==> config.mk <==
export PLATFORM = sky130hd
export DESIGN_NAME = easyaxi_rd_slv_flat
export DESIGN_NICKNAME = d
export VERILOG_FILES = /design/src/rtl/easyaxi_rd_slv_if.sv /design/src/rtl/easyaxi_rd_slv.sv /design/src/flat_wrapper.sv
export SDC_FILE = /design/constraint.sdc
export NUM_CORES = 1
export LEC_CHECK = 0
export ABC_AREA = 1
export BUFFER_PORTS_ARGS = -buffer_cell sky130_fd_sc_hd__buf_4
export CORE_UTILIZATION = 55
export DETAILED_ROUTE_END_ITERATION = 8
export PLACE_DENSITY = 0.81
export SLEW_MARGIN = 10
export SYNTH_ARGS = -nofsm -noshare
export SYNTH_HDL_FRONTEND = slang
export SYNTH_SLANG_ARGS = --single-unit
==> constraint.sdc <==
create_clock -name clk -period 2.17 [get_ports clk]
set_input_delay 0.434 -clock clk [delete_from_list [all_inputs] [get_ports clk]]
set_output_delay 0.434 -clock clk [all_outputs]
set_load 0.05 [all_outputs]
==> src/rtl/easyaxi_rd_slv_if.sv <==
// AR/R channel bundle between an EasyAXI read master and the read responder.
interface easyaxi_rd_slv_if #(
    parameter int AXI_ADDR_WIDTH = 32,
    parameter int AXI_DATA_WIDTH = 32,
    parameter int AXI_ID_WIDTH   = 4,
    parameter int AXI_LEN_WIDTH  = 8
);
    logic                      arvalid;
    logic                      arready;
    logic [AXI_ADDR_WIDTH-1:0] araddr;
    logic [AXI_ID_WIDTH-1:0]   arid;
    logic [AXI_LEN_WIDTH-1:0]  arlen;
    logic                      rvalid;
    logic                      rready;
    logic [AXI_DATA_WIDTH-1:0] rdata;
    logic [AXI_ID_WIDTH-1:0]   rid;
    logic [1:0]                rresp;
    logic                      rlast;

    modport master (
        output arvalid, araddr, arid, arlen, rready,
        input  arready, rvalid, rdata, rid, rresp, rlast
    );

    modport slave (
        input  arvalid, araddr, arid, arlen, rready,
        output arready, rvalid, rdata, rid, rresp, rlast
    );
endinterface

==> src/rtl/easyaxi_rd_slv.sv <==
// Single-outstanding AXI read responder; first beat RD_LAT+1 cycles after AR, then one beat per cycle.
// R payload holds under rready backpressure; arready only in IDLE with enable set.
module easyaxi_rd_slv #(
    parameter int AXI_ADDR_WIDTH = 32,
    parameter int AXI_DATA_WIDTH = 32,
    parameter int AXI_ID_WIDTH   = 4,
    parameter int AXI_LEN_WIDTH  = 8,
    parameter int RD_LAT         = 2
) (
    input  logic             clk,
    input  logic             rst,
    input  logic             enable,
    easyaxi_rd_slv_if.slave  axi_slv
);
    localparam int BEAT_BYTES = AXI_DATA_WIDTH / 8;
    localparam int ADDR_LSB   = $clog2(BEAT_BYTES);
    localparam logic [3:0] LAT_LAST = (RD_LAT == 0) ? 4'd0 : 4'(RD_LAT - 1);

    typedef enum logic [1:0] {
        ST_IDLE,
        ST_WAIT,
        ST_DATA
    } state_t;

    state_t                    state_q;
    state_t                    state_d;
    logic [3:0]                lat_q;
    logic [AXI_LEN_WIDTH-1:0]  beat_q;
    logic [AXI_LEN_WIDTH-1:0]  len_q;
    logic [AXI_ADDR_WIDTH-1:0] addr_q;
    logic [AXI_ID_WIDTH-1:0]   id_q;
    logic                      err_q;
    logic                      ar_unaligned;
    logic                      ar_hs;
    logic                      r_hs;
    logic                      last_beat;
    logic                      arready_w;
    logic                      rvalid_w;

    generate
        if (ADDR_LSB == 0) begin : g_byte_bus
            assign ar_unaligned = 1'b0;
        end else begin : g_word_bus
            assign ar_unaligned = |axi_slv.araddr[ADDR_LSB-1:0];
        end
    endgenerate

    assign last_beat = (beat_q == len_q);

    always_ff @(posedge clk or posedge rst) begin
        if (rst) begin
            state_q <= ST_IDLE;
        end else begin
            state_q <= state_d;
        end
    end

    always_comb begin
        state_d   = state_q;
        arready_w = 1'b0;
        rvalid_w  = 1'b0;
        ar_hs     = 1'b0;
        r_hs      = 1'b0;
        case (state_q)
            ST_IDLE: begin
                // rst term keeps arready at its reset value while reset is held
                arready_w = enable & ~rst;
                if (axi_slv.arvalid & arready_w) begin
                    ar_hs   = 1'b1;
                    state_d = (RD_LAT == 0) ? ST_DATA : ST_WAIT;
                end
            end
            ST_WAIT: begin
                if (lat_q == LAT_LAST) begin
                    state_d = ST_DATA;
                end
            end
            ST_DATA: begin
                rvalid_w = 1'b1;
                if (axi_slv.rready) begin
                    r_hs = 1'b1;
                    if (last_beat) begin
                        state_d = ST_IDLE;
                    end
                end
            end
            default: state_d = ST_IDLE;
        endcase
    end

    always_ff @(posedge clk or posedge rst) begin
        if (rst) begin
            lat_q  <= '0;
            beat_q <= '0;
            len_q  <= '0;
            addr_q <= '0;
            id_q   <= '0;
            err_q  <= 1'b0;
        end else if (ar_hs) begin
            lat_q  <= '0;
            beat_q <= '0;
            len_q  <= axi_slv.arlen;
            addr_q <= axi_slv.araddr;
            id_q   <= axi_slv.arid;
            err_q  <= ar_unaligned;
        end else if (state_q == ST_WAIT) begin
            lat_q <= lat_q + 4'd1;
        end else if (r_hs && !last_beat) begin
            // address is never realigned, so an unaligned start stays unaligned
            beat_q <= beat_q + 1'b1;
            addr_q <= addr_q + AXI_ADDR_WIDTH'(BEAT_BYTES);
        end
    end

    assign axi_slv.arready = arready_w;
    assign axi_slv.rvalid  = rvalid_w;
    assign axi_slv.rdata   = AXI_DATA_WIDTH'(addr_q);
    assign axi_slv.rid     = id_q;
    assign axi_slv.rresp   = err_q ? 2'b10 : 2'b00;
    assign axi_slv.rlast   = rvalid_w & last_beat;
endmodule
==> src/flat_wrapper.sv <==
// flat-port wrapper written by rule: the top's interface ports become plain ports
module easyaxi_rd_slv_flat 
#(
    parameter int AXI_ADDR_WIDTH = 32,
    parameter int AXI_DATA_WIDTH = 32,
    parameter int AXI_ID_WIDTH   = 4,
    parameter int AXI_LEN_WIDTH  = 8,
    parameter int RD_LAT         = 2
)
  (clk, rst, enable, axi_slv_arvalid, axi_slv_araddr, axi_slv_arid, axi_slv_arlen, axi_slv_rready, axi_slv_arready, axi_slv_rvalid, axi_slv_rdata, axi_slv_rid, axi_slv_rresp, axi_slv_rlast);
  easyaxi_rd_slv_if #(.AXI_ADDR_WIDTH(AXI_ADDR_WIDTH), .AXI_DATA_WIDTH(AXI_DATA_WIDTH), .AXI_ID_WIDTH(AXI_ID_WIDTH), .AXI_LEN_WIDTH(AXI_LEN_WIDTH)) axi_slv_i ();
  input  logic clk;
  input  logic rst;
  input  logic enable;
  input wire logic [$bits(axi_slv_i.arvalid)-1:0] axi_slv_arvalid;
  input wire logic [$bits(axi_slv_i.araddr)-1:0] axi_slv_araddr;
  input wire logic [$bits(axi_slv_i.arid)-1:0] axi_slv_arid;
  input wire logic [$bits(axi_slv_i.arlen)-1:0] axi_slv_arlen;
  input wire logic [$bits(axi_slv_i.rready)-1:0] axi_slv_rready;
  output wire logic [$bits(axi_slv_i.arready)-1:0] axi_slv_arready;
  output wire logic [$bits(axi_slv_i.rvalid)-1:0] axi_slv_rvalid;
  output wire logic [$bits(axi_slv_i.rdata)-1:0] axi_slv_rdata;
  output wire logic [$bits(axi_slv_i.rid)-1:0] axi_slv_rid;
  output wire logic [$bits(axi_slv_i.rresp)-1:0] axi_slv_rresp;
  output wire logic [$bits(axi_slv_i.rlast)-1:0] axi_slv_rlast;
  assign axi_slv_i.arvalid = axi_slv_arvalid;
  assign axi_slv_i.araddr = axi_slv_araddr;
  assign axi_slv_i.arid = axi_slv_arid;
  assign axi_slv_i.arlen = axi_slv_arlen;
  assign axi_slv_i.rready = axi_slv_rready;
  assign axi_slv_arready = axi_slv_i.arready;
  assign axi_slv_rvalid = axi_slv_i.rvalid;
  assign axi_slv_rdata = axi_slv_i.rdata;
  assign axi_slv_rid = axi_slv_i.rid;
  assign axi_slv_rresp = axi_slv_i.rresp;
  assign axi_slv_rlast = axi_slv_i.rlast;
  easyaxi_rd_slv #(.AXI_ADDR_WIDTH(AXI_ADDR_WIDTH), .AXI_DATA_WIDTH(AXI_DATA_WIDTH), .AXI_ID_WIDTH(AXI_ID_WIDTH), .AXI_LEN_WIDTH(AXI_LEN_WIDTH), .RD_LAT(RD_LAT)) u_core (.clk(clk), .rst(rst), .enable(enable), .axi_slv(axi_slv_i));
endmodule
==> out/qor.txt <==
Netlist cell types -> 32
HP Start -> axi_slv_arid[1]
Period Utilization, post-route -> 0.9378
Critical path cell sequence -> inv_2 > nand2_1 > nand2_1 > nand2_1 > nor2_1 > nand2_2 > nor2_2 > buf_6
CP Depth -> 8
Synthesis-to-layout area growth -> 22.40%
Overall routed net length -> 9.787 mm
Pre-Repair DR Iteration Count -> 5
Post-Synthesis Cells -> 575
Asr flop ratio synth -> 1.000
RR Startpoint -> u_core.beat_q[5]
Slowest cell delay on critical path -> 0.45 ns
Power Total -> 5.537 mW
Post-synth EDFFs -> 0
Pleak -> 2.373 nW
FF+latch count, synth -> 59
Delay-heaviest family, CP -> simple AND/OR/NAND/NOR gates
R2r worst-path depth -> 10
Worst Tran Pin Value -> 0.7444 ns
Crit path required time -> 1.74 ns
Final core utilization -> 0.6994
ANT cells -> 0
Vias per inst -> 5.225
Die height -> 86.02 um
Number of hold buffers added after CTS -> 0
CP dominant cell by count -> nand2_1
Synthesized-area fraction occupied by adder cells -> 0.01289
Die span in x -> 86.02 um
GRT overflow -> 0
Vias in the first global route -> 3850
Routability Congestion -> 0.9291
First-pass GRT wire length -> 17.13 mm
Remaining antenna violation count -> 0
Rel. slew slack -> 0.5037
Largest family of logic cells by synthesized area -> simple AND/OR/NAND/NOR gates
Most frequent cells after synthesis -> nand2_1 (217), nand3_1 (89), dfrtp_1 (59)
Final Hold Fails -> 0
Die footprint -> 7399 um2
IO Count -> 90
Top-area cell type share of the netlist area -> 0.3803
Multiplexer area fraction after synthesis -> 0
Worst R2R End -> u_core.axi_slv.rdata[27]
Layout cells sized above 1 -> 0.2081
Flop-to-flop setup slack -> 0.30 ns
FP Rows -> 30
TritonCTS Sinks -> 59
Synthesized area -> 3882 um2
Clock Path Buffers -> 2
IO buf count -> 88
Slew Limit Fails -> 0
Yosys Warn Count -> 0
CP arrival -> 1.60 ns
NumNets Final -> 712
Worst Path Buf+Inv -> 2
Placed Area -> 4584 um2
Avg Inst Size Synth -> 6.752 um2
Synth Area in Simple Gates -> 0.4189
Worst VDD drop -> 0.8864 mV
Register area share after synthesis -> 0.3803
Fmax -> 491.4 MHz
P per Cell Area -> 1165 nW/um2
CP startpoint kind -> register
Post-Synth XOR/XNOR Area -> 0.03126
Antenna violations before repair -> 0
Root Buffer -> clkbuf_8
Status -> finished clean
Setup Skew -> 0.01621 ns
Crit end category -> output pin
Initial Util -> 0.5715
Post-DP HPWL -> 7.009 mm
Hold depth -> 3
Cell with the most instances after synthesis -> nand2_1
Clock slew at reported path FFs -> 0.07 ns
Crit-path max FO -> 5
WS Path Type -> register to output pin
Max-cap violation count -> 0
CTS buffer count -> 9
Initial DRC count -> 204
DR DRC count -> 0
Top post-synthesis cells by area -> dfrtp_1 (38%), nand2_1 (21%), nand3_1 (11%)
Total number of vias -> 3966
Hold EP -> u_core.axi_slv.rid[1]
H-tree levels -> 3
Setup violations, final -> 0
# fillers -> 606
WL/cell -> 12.89 um
Class of the worst hold path -> primary input to register
Compound-Gate Fraction of Synth Area -> 0.06220
Largest net degree at the start of global routing -> 60
Post-route cell area -> 4752 um2
Crit path time final -> 2.035 ns
Clk Latency, worst-skew pair -> 0.34 ns
Largest area contributor in the netlist -> dfrtp_1
Total GRT Usage -> 0.2910
Syn_nets -> 628
Worst path slowest cell -> dfrtp_2
Core Area -> 6794 um2
Synth Flop Type -> dfrtp_1
CTS tree -> built
registers in the layout, indices dropped and copies added, names as in the netlist:
register / count
u_core.axi_slv.rdata: 32
u_core.beat_q: 8
u_core.len_q: 8
u_core.axi_slv.rid: 4
u_core.lat_q: 4
u_core.state_q: 2
u_core.err_q: 1
worst max-delay path by stage:
stage | start | to | slack, ns
finish | u_core.beat_q[5] | axi_slv_rlast | 0.14
global route | u_core.beat_q[4] | axi_slv_rlast | -0.01
CTS | u_core.beat_q[5] | axi_slv_rlast | 0.07
detailed placement | u_core.beat_q[4] | u_core.axi_slv.rdata[14] | 0.31
global placement | rst | u_core.axi_slv.rdata[8] | 0.38
floorplan | rst | u_core.axi_slv.rdata[1] | -0.07
where the power goes:
group          internal, mW  switching, mW  total [mW]  leakage, nW
sequential             1.48          0.441        1.92        0.767
combinational         0.902           1.84        2.75         1.52
clock                 0.434          0.434       0.868       0.0860
total                  2.82           2.72        5.54         2.37
area by class of cell:
cell class              count  area, um2  share of cell area
multi-input cells         438       2061              0.4336
well taps                  96      120.1             0.02528
repair buffers             95      716.9              0.1509
flip-flops and latches     59       1478              0.3110
inverters                  56      216.5             0.04555
clock inverters             3      15.01            0.003160
clock buffers              12      145.1             0.03054
worst register-to-register path, stage by stage, from the launching register on:
cell	delay, ns
dfrtp_2	0.45
inv_2	0.09
nand2_1	0.05
nand2_1	0.05
nand2_1	0.05
nor2_1	0.13
nand2_2	0.11
nand2_4	0.19
nand2_4	0.34
nand3_1	0.24
nand2_1	0.06
repair_timing:
item                                    in CTS  in global routing
resized for setup                            0                  4
endpoints found under the setup margin       0                  1
buffers inserted                             0                  0
cells by family (layout without fill, tap and decap cells):
family	Yosys count	after routing
AND/OR/NAND/NOR	379	379
adder cells (fa/ha/maj)	4	4
other	1	1
flip-flops	59	59
AO/OA/AOI/OAI	41	41
buffers and inverters	78	166
XOR/XNOR	13	13
layer usage:
layer / global-route usage / wire length, um / up-vias
li1: - / - / 1977
met1: 0.3488 / 4086 / 1827
met2: 0.5058 / 4880 / 131
met3: 0.04139 / 507 / 31
met4: 0.1545 / 313 / 0
met5: 0 / 0 / -
cell usage in the layout (no fill, tap or decap), drive strengths merged:
cell,synthesis,routed
dfrtp,59,59
ha,4,4
clkinv,0,3
buf,20,95
xor2,7,7
nand3b,2,2
xnor2,6,6
nor2,52,52
nand2,221,221
a31oi,1,1
nand3,89,89
clkbuf,2,12
nor3,2,2
o21bai,4,4
conb,1,1
clkinvlp,0,1
inv,56,55
a21oi,5,5
o21ai,29,29
o22ai,2,2
nand4,1,1
or2,12,12
per-stage QoR:
stage | setup TNS [ns] | hold slack [ns] | cells | setup slack [ns]
global placement | 0 | 0.4576 | 744 | 0.3799
global route | -0.01363 | 0.2964 | 759 | -0.01363
floorplan | -2.632 | 0.4533 | 575 | -0.07297
detailed placement | 0 | 0.4637 | 744 | 0.3148
finish | 0 | 0.2951 | 759 | 0.1350
CTS | 0 | 0.2845 | 759 | 0.06615
Note: power is estimated with default switching activity, not from simulation.
